--- config.mk ---
export PLATFORM = sky130hd
export DESIGN_NAME = pipe_stage_skid
export DESIGN_NICKNAME = d
export VERILOG_FILES = /design/src/rtl/pipe_stage_skid_pkg.sv /design/src/rtl/pipe_stage_skid_mc_wait_counter.sv /design/src/rtl/pipe_stage_skid.sv
export SDC_FILE = /design/constraint.sdc
export NUM_CORES = 1
export LEC_CHECK = 0
export ABC_CLOCK_PERIOD_IN_PS = 19200
export BUFFER_PORTS_ARGS = -buffer_cell sky130_fd_sc_hd__buf_2
export CORE_AREA = 3 3 119 121
export DETAILED_ROUTE_END_ITERATION = 10
export DIE_AREA = 0 0 122 124
export GPL_TIMING_DRIVEN = 0
export PLACE_DENSITY = 0.7
export SLEW_MARGIN = 20
export SYNTH_ARGS = -nofsm -noshare
export SYNTH_HDL_FRONTEND = slang
export SYNTH_HIERARCHICAL = 1
export SYNTH_SLANG_ARGS = --single-unit
--- constraint.sdc ---
create_clock -name clk -period 19.2 [get_ports clk]
set_input_delay 2.88 -clock clk [delete_from_list [all_inputs] [get_ports clk]]
set_output_delay 2.88 -clock clk [all_outputs]
set_load 0.005 [all_outputs]
--- src/rtl/pipe_stage_skid_pkg.sv ---
// Shared definitions for the skid pipeline stage: occupancy states,
// default multi-cycle occupancy and the wait-counter width helper.
package pipe_stage_skid_pkg;

    typedef enum logic [1:0] {
        ST_EMPTY = 2'd0,
        ST_ONE   = 2'd1,
        ST_TWO   = 2'd2
    } state_t;

    localparam int MC_CYCLES_DEFAULT = 4;

    // One extra bit beyond ceil(log2) keeps MC_CYCLES=1 at a legal 1-bit width.
    function automatic int wait_width(input int mc_cycles);
        return $clog2(mc_cycles) + 1;
    endfunction

endpackage

--- src/rtl/pipe_stage_skid_mc_wait_counter.sv ---
// Occupancy countdown for the head entry: loads on entry into main,
// decrements to zero and stops there.
module mc_wait_counter
    import pipe_stage_skid_pkg::*;
#(
    parameter int MC_CYCLES = MC_CYCLES_DEFAULT
) (
    input  logic clk,
    input  logic rst,
    input  logic clear,
    input  logic load,
    input  logic load_multi,
    output logic zero
);

    localparam int CW = wait_width(MC_CYCLES);
    localparam logic [CW-1:0] MULTI_LOAD = CW'(MC_CYCLES - 1);

    logic [CW-1:0] count_reg;

    always_ff @(posedge clk) begin
        if (rst || clear) begin
            count_reg <= '0;
        end else if (load) begin
            count_reg <= load_multi ? MULTI_LOAD : '0;
        end else if (count_reg != '0) begin
            count_reg <= count_reg - CW'(1);
        end
    end

    assign zero = (count_reg == '0);

endmodule

--- src/rtl/pipe_stage_skid.sv ---
// Two-entry skid pipeline stage with registered in_ready and an optional
// multi-cycle hold on the head entry before it is offered downstream.
module pipe_stage_skid
    import pipe_stage_skid_pkg::*;
#(
    parameter int WIDTH     = 64,
    parameter int MC_CYCLES = MC_CYCLES_DEFAULT
) (
    input  logic             clk,
    input  logic             rst,
    input  logic             in_valid,
    output logic             in_ready,
    input  logic [WIDTH-1:0] in_data,
    input  logic             in_multi,
    input  logic             flush,
    output logic             out_valid,
    input  logic             out_ready,
    output logic [WIDTH-1:0] out_data,
    output logic             busy
);

    state_t           state_reg;
    state_t           state_next;
    logic             in_ready_reg;
    logic [WIDTH-1:0] main_data_reg;
    logic [WIDTH-1:0] skid_data_reg;
    logic             skid_multi_reg;

    logic accept;
    logic consume;
    logic wait_zero;
    logic main_from_in;
    logic main_from_skid;
    logic skid_from_in;
    logic load_main;
    logic load_multi;

    assign accept    = in_valid && in_ready_reg;
    assign out_valid = (state_reg != ST_EMPTY) && wait_zero;
    assign consume   = out_valid && out_ready;

    always_comb begin
        state_next     = state_reg;
        main_from_in   = 1'b0;
        main_from_skid = 1'b0;
        skid_from_in   = 1'b0;
        case (state_reg)
            ST_EMPTY: begin
                if (accept) begin
                    state_next   = ST_ONE;
                    main_from_in = 1'b1;
                end
            end
            ST_ONE: begin
                if (accept && consume) begin
                    main_from_in = 1'b1;
                end else if (accept) begin
                    state_next   = ST_TWO;
                    skid_from_in = 1'b1;
                end else if (consume) begin
                    state_next = ST_EMPTY;
                end
            end
            ST_TWO: begin
                // in_ready is low here, so only a consume can change state.
                if (consume) begin
                    state_next     = ST_ONE;
                    main_from_skid = 1'b1;
                end
            end
            default: begin
                state_next = ST_EMPTY;
            end
        endcase
        if (flush) begin
            state_next     = ST_EMPTY;
            main_from_in   = 1'b0;
            main_from_skid = 1'b0;
            skid_from_in   = 1'b0;
        end
    end

    assign load_main  = main_from_in || main_from_skid;
    assign load_multi = main_from_skid ? skid_multi_reg : in_multi;

    always_ff @(posedge clk) begin
        if (rst) begin
            state_reg    <= ST_EMPTY;
            in_ready_reg <= 1'b0;
        end else begin
            state_reg    <= state_next;
            in_ready_reg <= (state_next != ST_TWO);
        end
    end

    // Payload registers carry no reset; validity is tracked by state_reg.
    always_ff @(posedge clk) begin
        if (main_from_in) begin
            main_data_reg <= in_data;
        end else if (main_from_skid) begin
            main_data_reg <= skid_data_reg;
        end
        if (skid_from_in) begin
            skid_data_reg  <= in_data;
            skid_multi_reg <= in_multi;
        end
    end

    mc_wait_counter #(
        .MC_CYCLES(MC_CYCLES)
    ) u_wait (
        .clk       (clk),
        .rst       (rst),
        .clear     (flush),
        .load      (load_main),
        .load_multi(load_multi),
        .zero      (wait_zero)
    );

    assign in_ready = in_ready_reg;
    assign out_data = main_data_reg;
    assign busy     = (state_reg != ST_EMPTY) || !wait_zero;

endmodule

Yosys cells after proc, flatten, opt, wreduce, memory -nomap -nowiden
Index checks and enable logic that the tools add are counted.
{"block": "word_totals", "inputBits": 70, "reg_bits": 135, "elab_cells": 47, "out_inout_bits": 67}
{"block": "classes", "n_reduce_logical": 14, "mux": 23, "n_eq_ne": 3, "add_sub_neg": 1}
{"cell": "two-way mux 64 bit", "n": 2}
{"cell": "two-way mux 2 bit", "n": 7}
{"cell": "two-way mux 1 bit", "n": 10}
{"cell": "two-way mux 3 bit", "n": 2}
{"cell": "case mux 2 bit (3 select lines)", "n": 1}
{"cell": "nonzero test 2 bit", "n": 3}
{"cell": "logical AND 1 bit", "n": 4}
{"cell": "logical NOT 3 bit", "n": 1}
{"cell": "logical OR 1 bit", "n": 3}
{"cell": "nonzero test 3 bit", "n": 1}
{"cell": "subtractor 3 x 1 -> 3 bit, second input constant", "n": 1}
{"cell": "== test 2 x 1 -> 1 bit, second input constant", "n": 1}
{"cell": "== test 2 bit, second input constant", "n": 1}
{"cell": "logical NOT 2 bit", "n": 1}
{"cell": "!= test 2 bit, second input constant", "n": 1}
{"cell": "case mux 1 bit (2 select lines)", "n": 1}
{"cell": "logical NOT 1 bit", "n": 1}

Logic depth before layout (Yosys ltp)
Gate-level depths: netlist (run 1).
{"block": "depth", "depth_word": 9, "mapped_depth": 8, "ltp_nobuf": 8}

Cells and area by module
The synthesis (run 1) kept the hierarchy.
{"mod": "pipe_stage_skid", "cells_per_inst": 226, "area_per_inst_um2": 5177.5, "n_inst": 1, "seq_area_each_um2": 3933.8}
{"mod": "mc_wait_counter", "cells_per_inst": 18, "area_per_inst_um2": 175.2, "n_inst": 1, "seq_area_each_um2": 60.1}

Worst setup path after synthesis (run 1)
No wires, ideal clock.
{"block": "synth_timing", "path_kind": "input to register", "startpoint": "input out_ready", "endpoint": "register skid_data_reg[0], enable pin", "required_ns": 18.526, "arrival_time_ns": 9.774, "slack_ns": 8.752, "path_stages": 2, "n_path_buf": 0, "setup_time_ns": 0.674, "cell_sequence": "a21boi_4 > nor4b_1"}
{"block": "synth_between", "elab_chain_cells": 5}
{"item": "start: declaration", "line_no": "pipe_stage_skid.sv:17", "text": "input logic out_ready,"}
{"item": "logical AND 1 bit", "line_no": "pipe_stage_skid.sv:40", "text": "assign consume = out_valid && out_ready;"}
{"item": "logical AND 1 bit", "line_no": "pipe_stage_skid.sv:55", "text": "if (accept && consume) begin"}
{"item": "two-way mux 1 bit", "line_no": "pipe_stage_skid.sv:55"}
{"item": "two-way mux 1 bit", "line_no": "pipe_stage_skid.sv:47", "text": "case (state_reg)"}
{"item": "two-way mux 1 bit", "line_no": "pipe_stage_skid.sv:75", "text": "if (flush) begin"}
{"item": "via skid_from_in", "line_no": "pipe_stage_skid.sv:34", "text": "logic skid_from_in;"}
{"item": "end signal: assignment", "line_no": "pipe_stage_skid.sv:104", "text": "skid_data_reg <= in_data;"}
{"item": "end: declaration", "line_no": "pipe_stage_skid.sv:26", "text": "logic [WIDTH-1:0] skid_data_reg;"}
The timed path passes the listed nets, and every way through them passes these cells.
A chain may end at the register's enable or synchronous reset.

Final worst setup path (run 1)
{"block": "layout_timing", "startpoint": "input out_ready", "endpoint": "register skid_data_reg[15], enable pin"}
The elaborated chain is that of the path after synthesis.

==> results_dict.tcl, run 1 <==
set metrics [dict create \
    status "finished clean" \
    start_util_pct 40.6 \
    dr_wl_met3_um 811 \
    nets 485 \
    path_cells "buf_2, a21boi_4, nor4b_2, buf_2, buf_4, buf_2, buf_4" \
    max_slew_margin_pct 55.2 \
    grt_usage_pct 13.5 \
    io_buffer_count 136 \
    postCtsSetupRepairBufs 0 \
    placed_cells 570 \
    io_pins 137 \
    cpMostUsedCell "buf_2" \
    fin_cells 602 \
    core_um2 13200 \
    crit_path_end_kind "flop" \
    grt_pass1_vias 2934 \
    synth_area_um2 5350 \
    grt_max_degree 22 \
    multiInputGateArea_um2 1240 \
    htree_levels 4 \
    ys_top_cells_by_area "edfxtp_1 72%, mux2_4 17%, buf_12 2.2%, dfxtp_1 2.2%, mux2_2 1.1%" \
    syn2layout_area_growth_pct 32.3 \
    num_rows 42 \
    avgSynthCellArea_um2 21.9 \
    post-route-drc-count 0 \
    ant_nets 0 \
    antenna_found_initial 0 \
    die_width_um 122 \
    setup_viol_count_final 0 \
    finalCritPeriodShare_pct 23.9 \
    start_kind "input pin" \
    route.met2.wl_um 4810 \
    yosysTopAreaCell "edfxtp_1" \
    worstMarginPinSlew_ps 671 \
    fin_skew_ps 6.42 \
    synth.net_count 316 \
    overflow 0 \
    maxCapViolCount 0 \
    post_drt_wl_per_cell_um 16.2 \
    reg2reg_from "u_wait/count_reg[0]$_SDFFE_PP0P_" \
    p_leak_nw 2.92 \
    clock-sinks 135 \
    cts_root_buf "clkbuf_16" \
    antenna_cells 0 \
    grt_pass1_wl_um 15200 \
    insertion_delay_ps 410 \
    slowest_stage "nor4b_2" \
    synth.distinct_cells 30 \
    syn_inst 244 \
    fillers 1087 \
    min_period_ps 4580 \
    async_reset_ff_share_pct 0 \
    reg2reg_to "skid_data_reg[15]$_DFFE_PP_" \
    hpwl_um 7140 \
    cts.hold.buffers_added 0 \
    reg2regPathDepth 9 \
    path_class "input pin to flop" \
    finalHoldViolCount 0 \
    synth-main-ff-cell "edfxtp_1" \
    synth_top_area_share_pct 72.4 \
    drive_gt1_share_pct 60.8 \
    slew_viol_final 0 \
    yosys_warnings 6 \
    required_ps 19320 \
    viasPerCell 4.67 \
    arrival_ps 4700 \
    dieArea_um2 15100 \
    hold_start "u_wait/count_reg[1]$_SDFFE_PP0P_" \
    peakVddDrop_mv 0.0548 \
    vias 2811 \
    wl_met1_um 4050 \
    clock_path_buffers 2 \
    numCtsBuffers 17 \
    max_freq_mhz 218 \
    p_per_area_nw_per_um2 102 \
    regArea_um2 3990 \
    post_cts_resized 0 \
    worstPathMaxFanout 8 \
    hold_depth 2 \
    grt_setup_unrepaired "no" \
    drt-initial-drc-count 148 \
    ys_ff_latch 135 \
    holdPathEnd "u_wait/count_reg[1]$_SDFFE_PP0P_" \
    synth_edf_count 129 \
    critPathMaxStageDelay_ps 550 \
    routed_wl_um 9780 \
    first_pass_iters 4 \
    yosysSeqAreaShare_pct 74.6 \
    clk_pin_slew_ps 50 \
    cts_tree "done" \
    die-height_um 124 \
    hold_path.class "flop to flop" \
    r2r_slack_ps 16460 \
    tns_ps 0 \
    gp_congestion 0.787 \
    highest_layer "met4" \
]
==> routing by layer <==
metal | GRT usage, % | up-vias
li1 | - | 1312
met1 | 15.6 | 1373
met2 | 22.0 | 116
met3 | 6.31 | 10
met4 | 4.83 | 0
met5 | 0 | -
==> per-stage QoR <==
stage | utilization [%] | area (µm²) | setup WS (ps) | hold slack, ps | power [mW]
after global routing | 53.7 | 7080 | 14460 | 557 | 0.751
after detailed placement | 48.7 | 6420 | 14140 | 520 | 0.371
after CTS | 53.7 | 7080 | 14590 | 529 | 0.735
final | 53.7 | 7080 | 14620 | 529 | 0.725
after global placement | 47.4 | 6250 | 4750 | 504 | 0.369
after floorplan | - | 5350 | 8750 | 482 | 0.353
==> critical path, delay by kind of cell <==
family | cells | cell delay [ps]
buffers and inverters | 5 | 1090
and+or+nand+nor | 1 | 550
AOI/OAI and AO/OA | 1 | 170
==> kinds of logic (layout without fill, tap and decap cells) <==
kind of cell	count (synthesis)	count (layout)	share of synthesized area, %
flip-flops	135	135	74.6
multiplexers	66	66	18.1
AND/OR/NAND/NOR	25	25	3.11
buffers and inverters	9	191	2.59
AO/OA/AOI/OAI	7	7	1.15
adder cells (fa/ha/maj)	2	2	0.467
==> where the power goes <==
part / switching (mW) / total (mW) / internal [mW]
combinational: 0.0161 / 0.0361 / 0.0200
sequential: 0.00138 / 0.328 / 0.327
clock: 0.118 / 0.361 / 0.243
==> layout by cell type, fill, tap and decap left out, drive strengths merged <==
| cell | netlist | final |
|---|---|---|
| nand4 | 1 | 1 |
| and2b | 1 | 1 |
| and4b | 1 | 1 |
| nor2 | 3 | 3 |
| nor4b | 2 | 2 |
| dfxtp | 6 | 6 |
| clkinv | 0 | 5 |
| nand3 | 1 | 1 |
| and4 | 1 | 1 |
| nand2 | 4 | 4 |
| nand3b | 2 | 2 |
| mux2i | 1 | 1 |
| nor2b | 2 | 2 |
| nor4 | 1 | 1 |
| or3 | 3 | 3 |
| clkbuf | 0 | 19 |
| or4 | 1 | 1 |
| edfxtp | 129 | 129 |
| inv | 2 | 2 |
| clkinvlp | 0 | 2 |
| mux2 | 65 | 65 |
| a311oi | 2 | 2 |
| o21ba | 1 | 1 |
| nor3 | 1 | 1 |
| or3b | 1 | 1 |
| a21oi | 1 | 1 |
| a21boi | 1 | 1 |
| o21ai | 2 | 2 |
| buf | 7 | 157 |
| ha | 2 | 2 |
| bufinv | 0 | 6 |
==> how the worst max path moves through the flow <==
stage | from | end | cells past startpoint
finish | out_ready | skid_data_reg[15]$_DFFE_PP_ | 7
global placement | out_ready | skid_data_reg[56]$_DFFE_PP_ | 3
CTS | out_ready | skid_data_reg[15]$_DFFE_PP_ | 7
global route | out_ready | skid_data_reg[36]$_DFFE_PP_ | 7
detailed placement | out_ready | skid_data_reg[14]$_DFFE_PP_ | 7
floorplan | out_ready | skid_data_reg[0]$_DFFE_PP_ | 2
==> cell type report <==
cell class,instances,share of cell area (%)
buffer,7,1.85
clock buffer,19,6.11
clock inverter,13,3.21
inverter,2,0.106
multi-input combinational,100,17.5
sequential,135,56.4
tap,176,3.11
timing repair buffer,150,11.7
==> synth_stat cells (all sizes together), types with 2 or more instances <==
master / count
ha: 2
nor2: 3
or3: 3
nand3b: 2
nand2: 4
o21ai: 2
nor2b: 2
a311oi: 2
buf: 7
edfxtp: 129
mux2: 65
dfxtp: 6
nor4b: 2
inv: 2
Power figures use the tool's default switching activity.
==> run 2, diff against run 1 <==
--- a/config.mk
+++ b/config.mk
@@ -5,7 +5,7 @@
 export SDC_FILE = /design/constraint.sdc
 export NUM_CORES = 1
 export LEC_CHECK = 0
-export ABC_CLOCK_PERIOD_IN_PS = 19200
+export ABC_CLOCK_PERIOD_IN_PS = 4600
 export BUFFER_PORTS_ARGS = -buffer_cell sky130_fd_sc_hd__buf_2
 export CORE_AREA = 3 3 119 121
 export DETAILED_ROUTE_END_ITERATION = 10
==> constraint.sdc (replaced) <==
create_clock -name clk -period 4.6 [get_ports clk]
set_input_delay 0.69 -clock clk [delete_from_list [all_inputs] [get_ports clk]]
set_output_delay 0.69 -clock clk [all_outputs]
set_load 0.005 [all_outputs]
==> run 2 against run 1 <==
Clock skew about the same. Via count fell by 1.6%. Core utilization shrank 1.1 points. Sequential share of layout area rose by 1.2 points. Critical endpoint is now u_wait/count_reg[1]$_SDFFE_PP0P_. Non-clock buffer count shrank 5.
==> results_dict.tcl, run 2 (same netlist as run 1, synthesis figures left out) <==
set metrics [dict create \
    peakVddDrop_mv 0.190 \
    grt_usage_pct 13.5 \
    fin_area_um2 6930 \
    vias 2765 \
    cts.hold.buffers_added 0 \
    insertion_delay_ps 400 \
    crit_path_end_kind "flop" \
    worstPathMaxFanout 22 \
    path_class "flop to flop" \
    max_freq_mhz 381 \
    p_per_area_nw_per_um2 389 \
    numCtsBuffers 17 \
    clk_pin_slew_ps 50 \
    gp_congestion 0.729 \
    ant_nets 0 \
    clock-sinks 135 \
    max_slew_margin_pct 52.1 \
    required_ps 4910 \
    critPathMaxStageDelay_ps 610 \
    postCtsSetupRepairBufs 0 \
    dpl_cell_area_um2 6430 \
    fillers 1082 \
    layout_commonest_cell "buf_2" \
    grt_pass1_vias 2892 \
    die_width_um 122 \
    setup_viol_count_final 0 \
    slew_viol_final 0 \
    num_rows 42 \
    finalCritPeriodShare_pct 57.1 \
    drt-initial-drc-count 256 \
    grt_pass1_wl_um 15100 \
    core_um2 13200 \
    first_pass_iters 4 \
    grt_max_degree 23 \
    io_pins 137 \
    post_cts_resized 0 \
    antenna_cells 0 \
    routed_wl_um 9760 \
    drive_gt1_share_pct 58.5 \
    p_total_mw 2.69 \
    io_buffer_count 136 \
    cp_top_family "compound AO/OA/AOI/OAI gates" \
    worstMarginPinSlew_ps 717 \
    status "finished clean" \
    reg2regPathDepth 9 \
    dieArea_um2 15100 \
    syn2layout_area_growth_pct 29.5 \
    path_depth 9 \
    nets 480 \
    post-route-drc-count 0 \
    post_drt_wl_per_cell_um 16.5 \
    maxCapViolCount 0 \
    slowest_stage "a21oi_4" \
    grt_setup_unrepaired "no" \
    overflow 0 \
    path_cells "inv_1, ha_1, nor2b_4, a21boi_4, or3_1, a21oi_4, buf_16, nand2_1, a311oi_1" \
    antenna_found_initial 1 \
    worst-path-buf-inv 2 \
    hold_path.class "input pin to flop" \
    hpwl_um 6940 \
    fin_skew_ps 6.20 \
    min_period_ps 2630 \
    viasPerCell 4.66 \
    layout.cells.most_common_list "136 x buf_2, 129 x edfxtp_1, 60 x mux2_4" \
    clock_path_buffers 2 \
    die-height_um 124 \
    start_kind "flop" \
    holdWs_ps 471 \
    finalHoldViolCount 0 \
    cts_root_buf "clkbuf_16" \
    arrival_ps 2940 \
    p_leak_nw 2.82 \
    htree_levels 4 \
    cts_tree "done" \
    start_util_pct 40.6 \
    hold_depth 1 \
]
## run 2: cell types whose count changed in the layout (fill, tap and decap cells not counted), moves of 3 or more
cell | before | now
buf_2 | 143 | 136
bufinv_16 | 6 | 1
clkinv_1 | 0 | 5
buf_6 | 2 | 6
buf_4 | 3 | 0
## run 2: cell type report
type	instances	area (µm²)	area share, %
well taps	176	220	3.18
inverters	2	7.51	0.108
flip-flops and latches	135	3990	57.6
clock inverters	8	61.3	0.884
plain buffers	7	131	1.90
repair buffers	145	835	12.0
clock buffers	20	437	6.30
multi-input cells	100	1250	18.0
## run 2: final timing paths
path,slack [ps],end,from
max,1970,u_wait/count_reg[1]$_SDFFE_PP0P_,u_wait/count_reg[0]$_SDFFE_PP0P_
max reg2reg,1970,u_wait/count_reg[1]$_SDFFE_PP0P_,u_wait/count_reg[0]$_SDFFE_PP0P_
min reg2reg,530,u_wait/count_reg[1]$_SDFFE_PP0P_,u_wait/count_reg[1]$_SDFFE_PP0P_
min,470,skid_multi_reg$_DFFE_PP_,in_multi
## run 2: stage by stage
stage	setup TNS [ps]	instances	util (%)	worst slack, ps
after global placement	-7220	556	47.6	-136
final	0	593	52.6	1970
after global routing	0	593	52.6	1800
after floorplan	0	244	-	1010
after detailed placement	0	565	48.8	1950
after CTS	0	593	52.6	1940
## run 2: power breakdown
part / internal (mW) / switching, mW / total, mW
clock: 0.718 / 0.453 / 1.17
sequential: 1.37 / 0.00554 / 1.37
combinational: 0.0838 / 0.0678 / 0.152
## run 2: metal layers
| layer | vias to the layer above | GRT usage, % | routed length [µm] |
|---|---|---|---|
| li1 | 1297 | - | - |
| met4 | 2 | 5.11 | 121 |
| met1 | 1355 | 16.0 | 4040 |
| met2 | 98 | 21.8 | 4890 |
| met3 | 13 | 5.95 | 695 |
| met5 | - | 0 | 13 |
==> run 3, diff against run 2 <==
--- a/config.mk
+++ b/config.mk
@@ -5,7 +5,7 @@
 export SDC_FILE = /design/constraint.sdc
 export NUM_CORES = 1
 export LEC_CHECK = 0
-export ABC_CLOCK_PERIOD_IN_PS = 4600
+export ABC_CLOCK_PERIOD_IN_PS = 2600
 export BUFFER_PORTS_ARGS = -buffer_cell sky130_fd_sc_hd__buf_2
 export CORE_AREA = 3 3 119 121
 export DETAILED_ROUTE_END_ITERATION = 10
==> constraint.sdc (replaced) <==
create_clock -name clk -period 2.6 [get_ports clk]
set_input_delay 0.39 -clock clk [delete_from_list [all_inputs] [get_ports clk]]
set_output_delay 0.39 -clock clk [all_outputs]
set_load 0.005 [all_outputs]
==> run 3 against run 2 <==
Cell count up 0.67%. Highest routed layer is now met4. Register-to-register slack worse by 1700 ps. Critical path depth unchanged. Critical path type unchanged. Clock skew up 6.5 ps. Die area unchanged. Hold slack worse by 310 ps. Sequential power up 77%. Combinational power up 76%. Sequential cell count unchanged. Sequential share of layout area down 1.1 points. Largest power group is now clock.
==> results_dict.tcl, run 3 (same netlist as run 1, synthesis figures left out) <==
set metrics [dict create \
    hold_path.class "input pin to flop" \
    finalWorstSetupSlack_ps 232 \
    grt_usage_pct 13.0 \
    layout.cells.most_common_list "136 x buf_2, 129 x edfxtp_1, 60 x mux2_4" \
    start_util_pct 40.6 \
    num_rows 42 \
    drt-initial-drc-count 226 \
    grt_pass1_wl_um 14800 \
    core_um2 13200 \
    viasPerCell 4.64 \
    ant_nets 0 \
    crit_path_end_kind "flop" \
    worstMarginPinSlew_ps 710 \
    max_slew_margin_pct 52.5 \
    numCtsBuffers 17 \
    hold_start "in_data[55]" \
    first_pass_iters 4 \
    peakVddDrop_mv 0.346 \
    setup_viol_count_final 0 \
    routed_wl_um 9490 \
    r2r_slack_ps 230 \
    die_width_um 122 \
    maxCapViolCount 0 \
    postCtsSetupRepairBufs 0 \
    reg2reg_to "u_wait/count_reg[1]$_SDFFE_PP0P_" \
    fillers 1063 \
    placed_cells 565 \
    finalHoldViolCount 0 \
    drive_gt1_share_pct 61.0 \
    hpwl_um 6810 \
    vias 2769 \
    fin_area_um2 7070 \
    die-height_um 124 \
    grt_setup_unrepaired "no" \
    max_freq_mhz 422 \
    antenna_found_initial 0 \
    dieArea_um2 15100 \
    holdWs_ps 163 \
    min_period_ps 2370 \
    grt_pass1_vias 2861 \
    fin_skew_ps 12.7 \
    status "finished clean" \
    dpl_cell_area_um2 6440 \
    fin_cells 597 \
    reg2reg_from "u_wait/count_reg[0]$_SDFFE_PP0P_" \
    worstPathMaxFanout 17 \
    layout_commonest_cell "buf_2" \
    cts_tree "done" \
    p_total_mw 5.25 \
    finalCritPeriodShare_pct 91.1 \
    grt_max_degree 25 \
    start_kind "flop" \
    p_per_area_nw_per_um2 743 \
    required_ps 2920 \
    post-route-drc-count 0 \
    io_buffer_count 136 \
    path_class "flop to flop" \
    clock-sinks 135 \
    cp_top_family "compound AO/OA/AOI/OAI gates" \
    overflow 0 \
    slew_viol_final 0 \
    nets 480 \
    arrival_ps 2680 \
    io_pins 137 \
    post_cts_resized 0 \
    hold_depth 1 \
    clk_pin_slew_ps 60 \
    utilization_pct 53.6 \
    worst-path-buf-inv 2 \
    clock_path_buffers 2 \
    gp_congestion 0.687 \
    holdPathEnd "skid_data_reg[55]$_DFFE_PP_" \
    antenna_cells 0 \
    slowest_stage "a21oi_4" \
    tns_ps 0 \
    reg2regPathDepth 9 \
    insertion_delay_ps 410 \
    pre_cts_slack_ps 169 \
    syn2layout_area_growth_pct 32.1 \
    critPathMaxStageDelay_ps 510 \
    htree_levels 4 \
    path_cells "inv_2, ha_4, nor2b_4, a21boi_4, or3_1, a21oi_4, buf_16, nand2_1, a311oi_1" \
    post_drt_wl_per_cell_um 15.9 \
    multiInputGateArea_um2 1260 \
    cts.hold.buffers_added 0 \
    regArea_um2 4000 \
    p_leak_nw 2.89 \
    cts_root_buf "clkbuf_16" \
]
==> run 3: cell types whose count changed in the layout (fill, tap and decap cells not counted), sizes merged <==
cell	change
bufinv	+4
clkbuf	-2
clkinv	+1
inv	+1
==> run 3: metal layers <==
| metal | GRT usage, % | vias to the layer above | wire length, µm |
|---|---|---|---|
| met4 | 5.95 | 0 | 189 |
| met3 | 4.54 | 17 | 638 |
| met5 | 0 | - | 0 |
| met1 | 16.0 | 1343 | 3960 |
| met2 | 20.9 | 96 | 4710 |
| li1 | - | 1313 | - |
==> run 3: final cells by class <==
cell class | instances | share of cell area (%)
Multi-Input combinational cell | 100 | 17.8
Clock inverter | 14 | 2.90
Buffer | 7 | 1.86
Timing Repair Buffer | 145 | 11.6
Inverter | 2 | 0.106
Sequential cell | 135 | 56.5
Tap cell | 176 | 3.11
Clock buffer | 18 | 6.07
==> run 3: power breakdown <==
part	internal, mW	total (mW)	switching [mW]	leakage (nW)
registers	2.41	2.42	0.0102	1.22
clock network	1.69	2.56	0.868	0.307
logic	0.149	0.268	0.119	1.36
total	4.26	5.25	0.997	2.89
==> run 3: worst reg2reg max path: stages (launching register included) <==
cell	delay (ps)
dfxtp_2	330
inv_2	70
ha_4	120
nor2b_4	250
a21boi_4	90
or3_1	390
a21oi_4	510
buf_16	230
nand2_1	80
a311oi_1	200
==> run 3: worst max-delay path by stage <==
stage	start	endpoint	slack, ps	depth (start not counted)
finish	u_wait/count_reg[0]$_SDFFE_PP0P_	u_wait/count_reg[1]$_SDFFE_PP0P_	230	9
global route	u_wait/count_reg[1]$_SDFFE_PP0P_	u_wait/count_reg[1]$_SDFFE_PP0P_	5	9
CTS	u_wait/count_reg[1]$_SDFFE_PP0P_	u_wait/count_reg[1]$_SDFFE_PP0P_	160	9
detailed placement	u_wait/count_reg[0]$_SDFFE_PP0P_	u_wait/count_reg[0]$_SDFFE_PP0P_	170	9
global placement	u_wait/count_reg[0]$_SDFFE_PP0P_	skid_data_reg[36]$_DFFE_PP_	-1890	5
floorplan	u_wait/count_reg[0]$_SDFFE_PP0P_	skid_data_reg[0]$_DFFE_PP_	-780	5
